### src/rtl/players_ctrl_if.sv
// players_ctrl_if: frame sync, push-buttons and paddle positions between the timing/input side and players_ctrl.
// With PLAYERS_AI_EN defined the bundle also carries ball_y for the player 2 tracker.
interface players_ctrl_if;
    logic       vsync;
    logic       btn_up1;
    logic       btn_dn1;
    logic       btn_up2;
    logic       btn_dn2;
    logic [9:0] pos_ply1;
    logic [9:0] pos_ply2;
`ifdef PLAYERS_AI_EN
    logic [9:0] ball_y;

    modport master (
        output vsync, btn_up1, btn_dn1, btn_up2, btn_dn2, ball_y,
        input  pos_ply1, pos_ply2
    );
    modport slave (
        input  vsync, btn_up1, btn_dn1, btn_up2, btn_dn2, ball_y,
        output pos_ply1, pos_ply2
    );
`else
    modport master (
        output vsync, btn_up1, btn_dn1, btn_up2, btn_dn2,
        input  pos_ply1, pos_ply2
    );
    modport slave (
        input  vsync, btn_up1, btn_dn1, btn_up2, btn_dn2,
        output pos_ply1, pos_ply2
    );
`endif
endinterface

### src/rtl/players_ctrl.sv
// players_ctrl: synchronised, debounced buttons move two paddles once per frame (vsync rise), with acceleration and clamping.
// Optional PLAYERS_AI_EN: player 2 ignores its buttons and tracks ball_y - 30 at STEP_SLOW per frame.
module players_ctrl #(
    parameter int POS_INIT    = 200,
    parameter int POS_MIN     = 0,
    parameter int POS_MAX     = 420,
    parameter int STEP_SLOW   = 2,
    parameter int STEP_FAST   = 6,
    parameter int HOLD_FRAMES = 8,
    parameter int DEB_BITS    = 16
) (
    input  logic          px_clk,
    input  logic          reset,
    players_ctrl_if.slave bus
);
    typedef enum logic [1:0] {
        IDLE      = 2'd0,
        MOVE_SLOW = 2'd1,
        MOVE_FAST = 2'd2
    } state_t;

    localparam logic signed [10:0] MIN_S    = 11'(POS_MIN);
    localparam logic signed [10:0] MAX_S    = 11'(POS_MAX);
    localparam logic signed [10:0] SLOW_S   = 11'(STEP_SLOW);
    localparam logic signed [10:0] FAST_S   = 11'(STEP_FAST);
    localparam logic [7:0]         HOLD_LIM = 8'(HOLD_FRAMES);
    localparam logic [9:0]         INIT_P   = 10'(POS_INIT);

    // Button bit order: {dn2, up2, dn1, up1}
    logic [3:0] btn_raw;
    logic [3:0] sync1_q, sync1_d;
    logic [3:0] sync2_q, sync2_d;
    logic [3:0] btn_deb;
    logic       vs1_q, vs1_d;
    logic       vs2_q, vs2_d;
    logic       tick;

    assign btn_raw = {bus.btn_dn2, bus.btn_up2, bus.btn_dn1, bus.btn_up1};

    always_comb begin
        sync1_d = btn_raw;
        sync2_d = sync1_q;
        vs1_d   = bus.vsync;
        vs2_d   = vs1_q;
    end

    // vsync history resets high so releasing reset with vsync high cannot fake a frame tick.
    always_ff @(posedge px_clk or posedge reset) begin
        if (reset) begin
            sync1_q <= '0;
            sync2_q <= '0;
            vs1_q   <= 1'b1;
            vs2_q   <= 1'b1;
        end else begin
            sync1_q <= sync1_d;
            sync2_q <= sync2_d;
            vs1_q   <= vs1_d;
            vs2_q   <= vs2_d;
        end
    end

    assign tick = vs1_q & ~vs2_q;

    genvar gi;
    for (gi = 0; gi < 4; gi++) begin : g_deb
        logic [DEB_BITS-1:0] cnt_q, cnt_d;
        logic                stable_q, stable_d;

        always_comb begin
            cnt_d    = cnt_q;
            stable_d = stable_q;
            if (sync2_q[gi] == stable_q) begin
                cnt_d = '0;
            end else if (&cnt_q) begin
                stable_d = sync2_q[gi];
                cnt_d    = '0;
            end else begin
                cnt_d = cnt_q + 1'b1;
            end
        end

        always_ff @(posedge px_clk or posedge reset) begin
            if (reset) begin
                cnt_q    <= '0;
                stable_q <= 1'b0;
            end else begin
                cnt_q    <= cnt_d;
                stable_q <= stable_d;
            end
        end

        assign btn_deb[gi] = stable_q;
    end

    logic [1:0][9:0] pos_all;

    for (gi = 0; gi < 2; gi++) begin : g_ply
        state_t             state_q, state_d;
        logic [7:0]         hold_q, hold_d;
        logic [1:0]         dir;                     // {up, dn}, one-hot or zero
        logic [1:0]         last_dir_q, last_dir_d;
        logic               reversal;
        logic [9:0]         pos_q, pos_d;
        logic signed [10:0] pos_ext, step, moved;
`ifdef PLAYERS_AI_EN
        localparam bit BTN_EN = (gi == 0);
        logic signed [11:0] target, diff;
`else
        localparam bit BTN_EN = 1'b1;
`endif

        assign dir = (BTN_EN && (btn_deb[2*gi] ^ btn_deb[2*gi+1]))
                   ? {btn_deb[2*gi], btn_deb[2*gi+1]} : 2'b00;
        assign reversal = (dir != 2'b00) && (last_dir_q != 2'b00) && (dir != last_dir_q);

        always_ff @(posedge px_clk or posedge reset) begin
            if (reset) begin
                state_q    <= IDLE;
                hold_q     <= '0;
                last_dir_q <= 2'b00;
                pos_q      <= INIT_P;
            end else begin
                state_q    <= state_d;
                hold_q     <= hold_d;
                last_dir_q <= last_dir_d;
                pos_q      <= pos_d;
            end
        end

        always_comb begin
            state_d    = state_q;
            hold_d     = hold_q;
            last_dir_d = last_dir_q;
            if (tick) begin
                last_dir_d = dir;
                if (dir == 2'b00) begin
                    state_d = IDLE;
                    hold_d  = '0;
                end else if (state_q == IDLE || reversal) begin
                    hold_d  = 8'd1;
                    state_d = (hold_d == HOLD_LIM) ? MOVE_FAST : MOVE_SLOW;
                end else if (state_q == MOVE_SLOW) begin
                    hold_d = hold_q + 8'd1;
                    if (hold_d == HOLD_LIM) begin
                        state_d = MOVE_FAST;
                    end
                end
            end
        end

        // A reversal always restarts at the slow step, even out of MOVE_FAST.
        always_comb begin
            pos_ext = $signed({1'b0, pos_q});
            step    = (state_q == MOVE_FAST && !reversal) ? FAST_S : SLOW_S;
            moved   = pos_ext;
            pos_d   = pos_q;
`ifdef PLAYERS_AI_EN
            target  = $signed({2'b00, bus.ball_y}) - 12'sd30;
            diff    = target - $signed({2'b00, pos_q});
`endif
            if (tick) begin
                if (dir == 2'b10) begin
                    moved = pos_ext - step;
                    pos_d = (moved < MIN_S) ? MIN_S[9:0] : moved[9:0];
                end else if (dir == 2'b01) begin
                    moved = pos_ext + step;
                    pos_d = (moved > MAX_S) ? MAX_S[9:0] : moved[9:0];
                end
`ifdef PLAYERS_AI_EN
                if (!BTN_EN) begin
                    if (diff > 12'(SLOW_S)) begin
                        moved = pos_ext + SLOW_S;
                        pos_d = (moved > MAX_S) ? MAX_S[9:0] : moved[9:0];
                    end else if (diff < -12'(SLOW_S)) begin
                        moved = pos_ext - SLOW_S;
                        pos_d = (moved < MIN_S) ? MIN_S[9:0] : moved[9:0];
                    end
                end
`endif
            end
        end

        assign pos_all[gi] = pos_q;
    end

    assign bus.pos_ply1 = pos_all[0];
    assign bus.pos_ply2 = pos_all[1];

endmodule

### src/flat_wrapper.sv
// flat-port wrapper written by rule: the top's interface ports become plain ports
module players_ctrl_flat 
#(
    parameter int POS_INIT    = 200,
    parameter int POS_MIN     = 0,
    parameter int POS_MAX     = 420,
    parameter int STEP_SLOW   = 2,
    parameter int STEP_FAST   = 6,
    parameter int HOLD_FRAMES = 8,
    parameter int DEB_BITS    = 16
)
  (px_clk, reset, bus_vsync, bus_btn_up1, bus_btn_dn1, bus_btn_up2, bus_btn_dn2, bus_pos_ply1, bus_pos_ply2);
  players_ctrl_if bus_i ();
  input  logic px_clk;
  input  logic reset;
  input wire logic [$bits(bus_i.vsync)-1:0] bus_vsync;
  input wire logic [$bits(bus_i.btn_up1)-1:0] bus_btn_up1;
  input wire logic [$bits(bus_i.btn_dn1)-1:0] bus_btn_dn1;
  input wire logic [$bits(bus_i.btn_up2)-1:0] bus_btn_up2;
  input wire logic [$bits(bus_i.btn_dn2)-1:0] bus_btn_dn2;
  output wire logic [$bits(bus_i.pos_ply1)-1:0] bus_pos_ply1;
  output wire logic [$bits(bus_i.pos_ply2)-1:0] bus_pos_ply2;
  assign bus_i.vsync = bus_vsync;
  assign bus_i.btn_up1 = bus_btn_up1;
  assign bus_i.btn_dn1 = bus_btn_dn1;
  assign bus_i.btn_up2 = bus_btn_up2;
  assign bus_i.btn_dn2 = bus_btn_dn2;
  assign bus_pos_ply1 = bus_i.pos_ply1;
  assign bus_pos_ply2 = bus_i.pos_ply2;
  players_ctrl #(.POS_INIT(POS_INIT), .POS_MIN(POS_MIN), .POS_MAX(POS_MAX), .STEP_SLOW(STEP_SLOW), .STEP_FAST(STEP_FAST), .HOLD_FRAMES(HOLD_FRAMES), .DEB_BITS(DEB_BITS)) u_core (.px_clk(px_clk), .reset(reset), .bus(bus_i));
endmodule
### config.mk
export PLATFORM = sky130hd
export DESIGN_NAME = players_ctrl_flat
export DESIGN_NICKNAME = d
export VERILOG_FILES = /design/src/rtl/players_ctrl_if.sv /design/src/rtl/players_ctrl.sv /design/src/flat_wrapper.sv
export SDC_FILE = /design/constraint.sdc
export NUM_CORES = 1
export LEC_CHECK = 0
export ABC_AREA = 1
export CAP_MARGIN = 25
export CORE_UTILIZATION = 32
export DETAILED_ROUTE_END_ITERATION = 7
export HOLD_SLACK_MARGIN = 0.03
export PLACE_DENSITY_LB_ADDON = 0.05
export SETUP_SLACK_MARGIN = 0.4
export SYNTH_ARGS = -nofsm -noshare
export SYNTH_HDL_FRONTEND = slang
export SYNTH_SLANG_ARGS = --single-unit
### constraint.sdc
create_clock -name px_clk -period 3.95 [get_ports px_clk]
set_input_delay 0.5925 -clock px_clk [delete_from_list [all_inputs] [get_ports px_clk]]
set_output_delay 0.5925 -clock px_clk [all_outputs]
set_load 0.02 [all_outputs]
==> qor.txt <==
Setup Skew - 0.00859 ns
Area share of fa/ha/maj cells after synthesis - 0.0369
Crit path arrival time - 3.48 ns
Synth-to-Final Area Change - 16.7%
Synth top cells by count - nand2_1, inv_1, dfrtp_1
Cell area after synthesis - 6910 um^2
Post-synth ARST share - 1.00
Sequential area share after synthesis - 0.436
Min-delay worst type - reg2reg
Fin crit share - 0.802
Post-Synth XOR/XNOR Area - 0.0671
Total track usage - 0.150
Cell breakdown of the critical path - inv_1 > ha_2 > inv_1 > nand2_1 > nand2_1 > o21ai_2 > nand2_2 > nor2_2 > inv_1 > ha_1 > inv_1 > nand3_1 > nand2_1 > nand2_1 > nand2_1 > nand2_1 > nor2_1 > nand2_1 > nand2_1 > nand2_1 > a21oi_1 > nor2_1
Via count - 5491
Initial Utilization - 0.328
CTS tree - yes
Pre-CTS setup slack - 0.532 ns
CP Class - reg2reg
GPL Wtd Cong - 0.898
Ys flop type - dfrtp_1
Max Cap Violations - 0
Netlist cell types - 51
Dpl hpwl - 11.1 mm
Worst Hold End - u_core.sync2_q[0]$_DFF_PP0_
Max Clk Rate - 316 MHz
TritonCTS Buffers - 17
Post-synthesis simple-gate area fraction - 0.284
Pins Over Slew Limit - 0
Most numerous cell in the Yosys netlist - nand2_1
Synth Register Bits - 120
Compound-cell area share of the yosys netlist - 0.0907
Initial antenna violation count - 0
Setup tns final - 0 ns
Syn_area_per_cell - 8.09 um^2
Top delay family on crit path - simple AND/OR/NAND/NOR gates
ANT cells - 0
Vias in the first global route - 5676
CP Launch Type - flip-flop
Worst EP required - 4.26 ns
CP peak stage delay - 0.41 ns
Clock Sink Count - 120
Status - complete, no violations
Cell mode on critical path - nand2_1
Post-Route WL - 15.1 mm
Die ar. - 22200 um^2
Core area - 21100 um^2
Die Ht - 149 um
Clk_lat worst skew - 0.42 ns
Die span in x - 149 um
CTS HTree Levels - 4
DRT iter0 DRCs - 193
Post-DR vias/cell - 4.66
Total gr overflow - 0
Synth warn - 0
Critical-path maximum fanout - 11
CTS Hold Buffers Added - 0
Share of layout cells above drive strength 1 - 0.117
Post-synthesis mux area share - 0.00145
First-pass GRT wire length - 26.3 mm
Hold Path Cell Cnt - 0
Final antenna-violating net count - 0
Setup Buffers After CTS - 0
Cts repair resizes - 0
Register-to-Register Path Depth - 22
Top cells by area, synth - dfrtp_1, nand2_1, inv_1, nor2_1, xor2_1
Crit path buf inv count - 4
Synth area leader - dfrtp_1
Row count - 53
Worst hold slack - 0.353 ns
Rel. slew slack - 0.489
Final nets - 916
Slew of the pin with the lowest slew margin - 0.761 ns
Final hold violation count - 0
Reg2Reg Capture Point - u_core.bus.pos_ply1[4]$_DFFE_PP0P_
Crit path time final - 3.17 ns
Cell Pwr Density - 363 nW/um^2
Min-delay src - u_core.sync1_q[0]$_DFF_PP0_
Drc violations - 0
Crit end category - flip-flop
Clock root buffer - clkbuf_16
Buffer depth of the longest clock path - 2
Final Setup Violations - 0
Max stage delay cell, worst path - dfrtp_1
Boundary Pins - 27
Wirelength per Cell - 12.8 um
Post-route setup slack - 0.782 ns
Top-area cell type share of the netlist area - 0.405
Mapped Cells - 855
Largest family of logic cells by synthesized area - simple AND/OR/NAND/NOR gates
Largest net degree at the start of global routing - 60
Pre-Repair DR Iteration Count - 5
Port buffer count - 24
Number of synthesized flops with an enable pin - 0
Reg2reg setup slack - 0.78 ns
LEAKAGE - 3.67 nW
Reg2reg start - u_core.g_deb[1].stable_q$_DFFE_PP0P_
Clk slew on worst S/H paths - 0.06 ns
Unrepaired setup endpoints after global routing - false
Maximum vdd drop - 0.269 mV
-- registers in the layout (all words and copies together), names as in the netlist --
signal / cells
u_core.bus.pos_ply1: 9
u_core.bus.pos_ply2: 9
u_core.g_deb.cnt_q: 64
u_core.g_deb.stable_q: 4
u_core.g_ply.hold_q: 16
u_core.g_ply.last_dir_q: 4
u_core.g_ply.state_q: 4
u_core.sync1_q: 4
u_core.sync2_q: 4
u_core.vs1_q: 1
u_core.vs2_q: 1
-- cells by family (layout without fill, tap and decap cells) --
family,count (synthesis),after routing
AO/OA/AOI/OAI,103,103
AND/OR/NAND/NOR,417,417
buffers and inverters,142,190
other,1,2
XOR/XNOR,53,53
flip-flops,120,120
multiplexers,1,1
adder cells (fa/ha/maj),18,18
-- cell type report --
| type | instances | area (um^2) |
|---|---|---|
| Multi-Input combinational cell | 594 | 3330 |
| Clock inverter | 15 | 178 |
| Clock buffer | 17 | 425 |
| Fill cell | 2220 | 13000 |
| Tap cell | 275 | 344 |
| Sequential cell | 120 | 3010 |
| Timing Repair Buffer | 27 | 275 |
| Inverter | 131 | 503 |
-- placed cells by master, fill, tap and decap left out, types with 3 or more instances in the layout --
master	instances
dfstp_2	8
nand3_1	46
nand2_2	7
a21boi_1	10
inv_1	119
o22ai_1	11
nand4_1	18
nor3_1	29
bufinv_16	3
xnor2_1	13
fa_1	4
nand3_2	10
dfrtp_1	112
nor2_4	4
clkinvlp_4	6
nor2_1	107
xor2_1	40
a31oi_1	6
o21ai_0	30
clkinv_2	3
o21ai_2	4
o21ai_1	7
nor3b_1	9
inv_2	8
nand2_1	158
clkinv_4	3
nor2_2	15
ha_1	13
a21oi_1	25
clkbuf_16	17
clkdlybuf4s50_1	24
-- how the worst max path moves through the flow --
| stage | cells past startpoint | slack [ns] | endpoint | from |
|---|---|---|---|---|
| 2_1_floorplan | 20 | 1.22 | u_core.bus.pos_ply1[5]$_DFFE_PP0P_ | u_core.g_deb[1].stable_q$_DFFE_PP0P_ |
| 3_3_place_gp | 20 | 0.61 | u_core.bus.pos_ply1[5]$_DFFE_PP0P_ | u_core.g_deb[1].stable_q$_DFFE_PP0P_ |
| 3_5_place_dp | 22 | 0.53 | u_core.bus.pos_ply1[4]$_DFFE_PP0P_ | u_core.g_deb[1].stable_q$_DFFE_PP0P_ |
| 4_1_cts | 22 | 0.53 | u_core.bus.pos_ply1[4]$_DFFE_PP0P_ | u_core.g_deb[1].stable_q$_DFFE_PP0P_ |
| 5_1_grt | 22 | 0.44 | u_core.bus.pos_ply1[4]$_DFFE_PP0P_ | u_core.g_deb[1].stable_q$_DFFE_PP0P_ |
| 6_report | 22 | 0.78 | u_core.bus.pos_ply1[4]$_DFFE_PP0P_ | u_core.g_deb[1].stable_q$_DFFE_PP0P_ |
-- power by group --
part	total [mW]	switching, mW	internal (mW)	leakage (nW)
sequential	1.26	0.0127	1.25	1.62
combinational	0.0898	0.0640	0.0259	1.77
clock	1.58	0.589	0.992	0.282
total	2.93	0.665	2.27	3.67
-- metal layers --
| layer | share of wire | GRT usage | up-vias |
|---|---|---|---|
| met4 | 0.015 | 0.0531 | 0 |
| li1 | - | - | 2813 |
| met1 | 0.48 | 0.190 | 2588 |
| met3 | 0.030 | 0.0284 | 16 |
| met2 | 0.48 | 0.253 | 74 |
| met5 | 0 | 0 | - |
-- per-stage QoR --
stage / std cells / power, mW / util / area [um^2]
global placement: 1147 / 1.38 / 0.354 / 7460
detailed placement: 1147 / 1.38 / 0.354 / 7460
finish: 1179 / 2.93 / 0.383 / 8070
global route: 1179 / 3.06 / 0.383 / 8070
floorplan: 856 / 1.35 / - / 6920
CTS: 1179 / 2.99 / 0.382 / 8070
(Power assumes the default switching activity.)
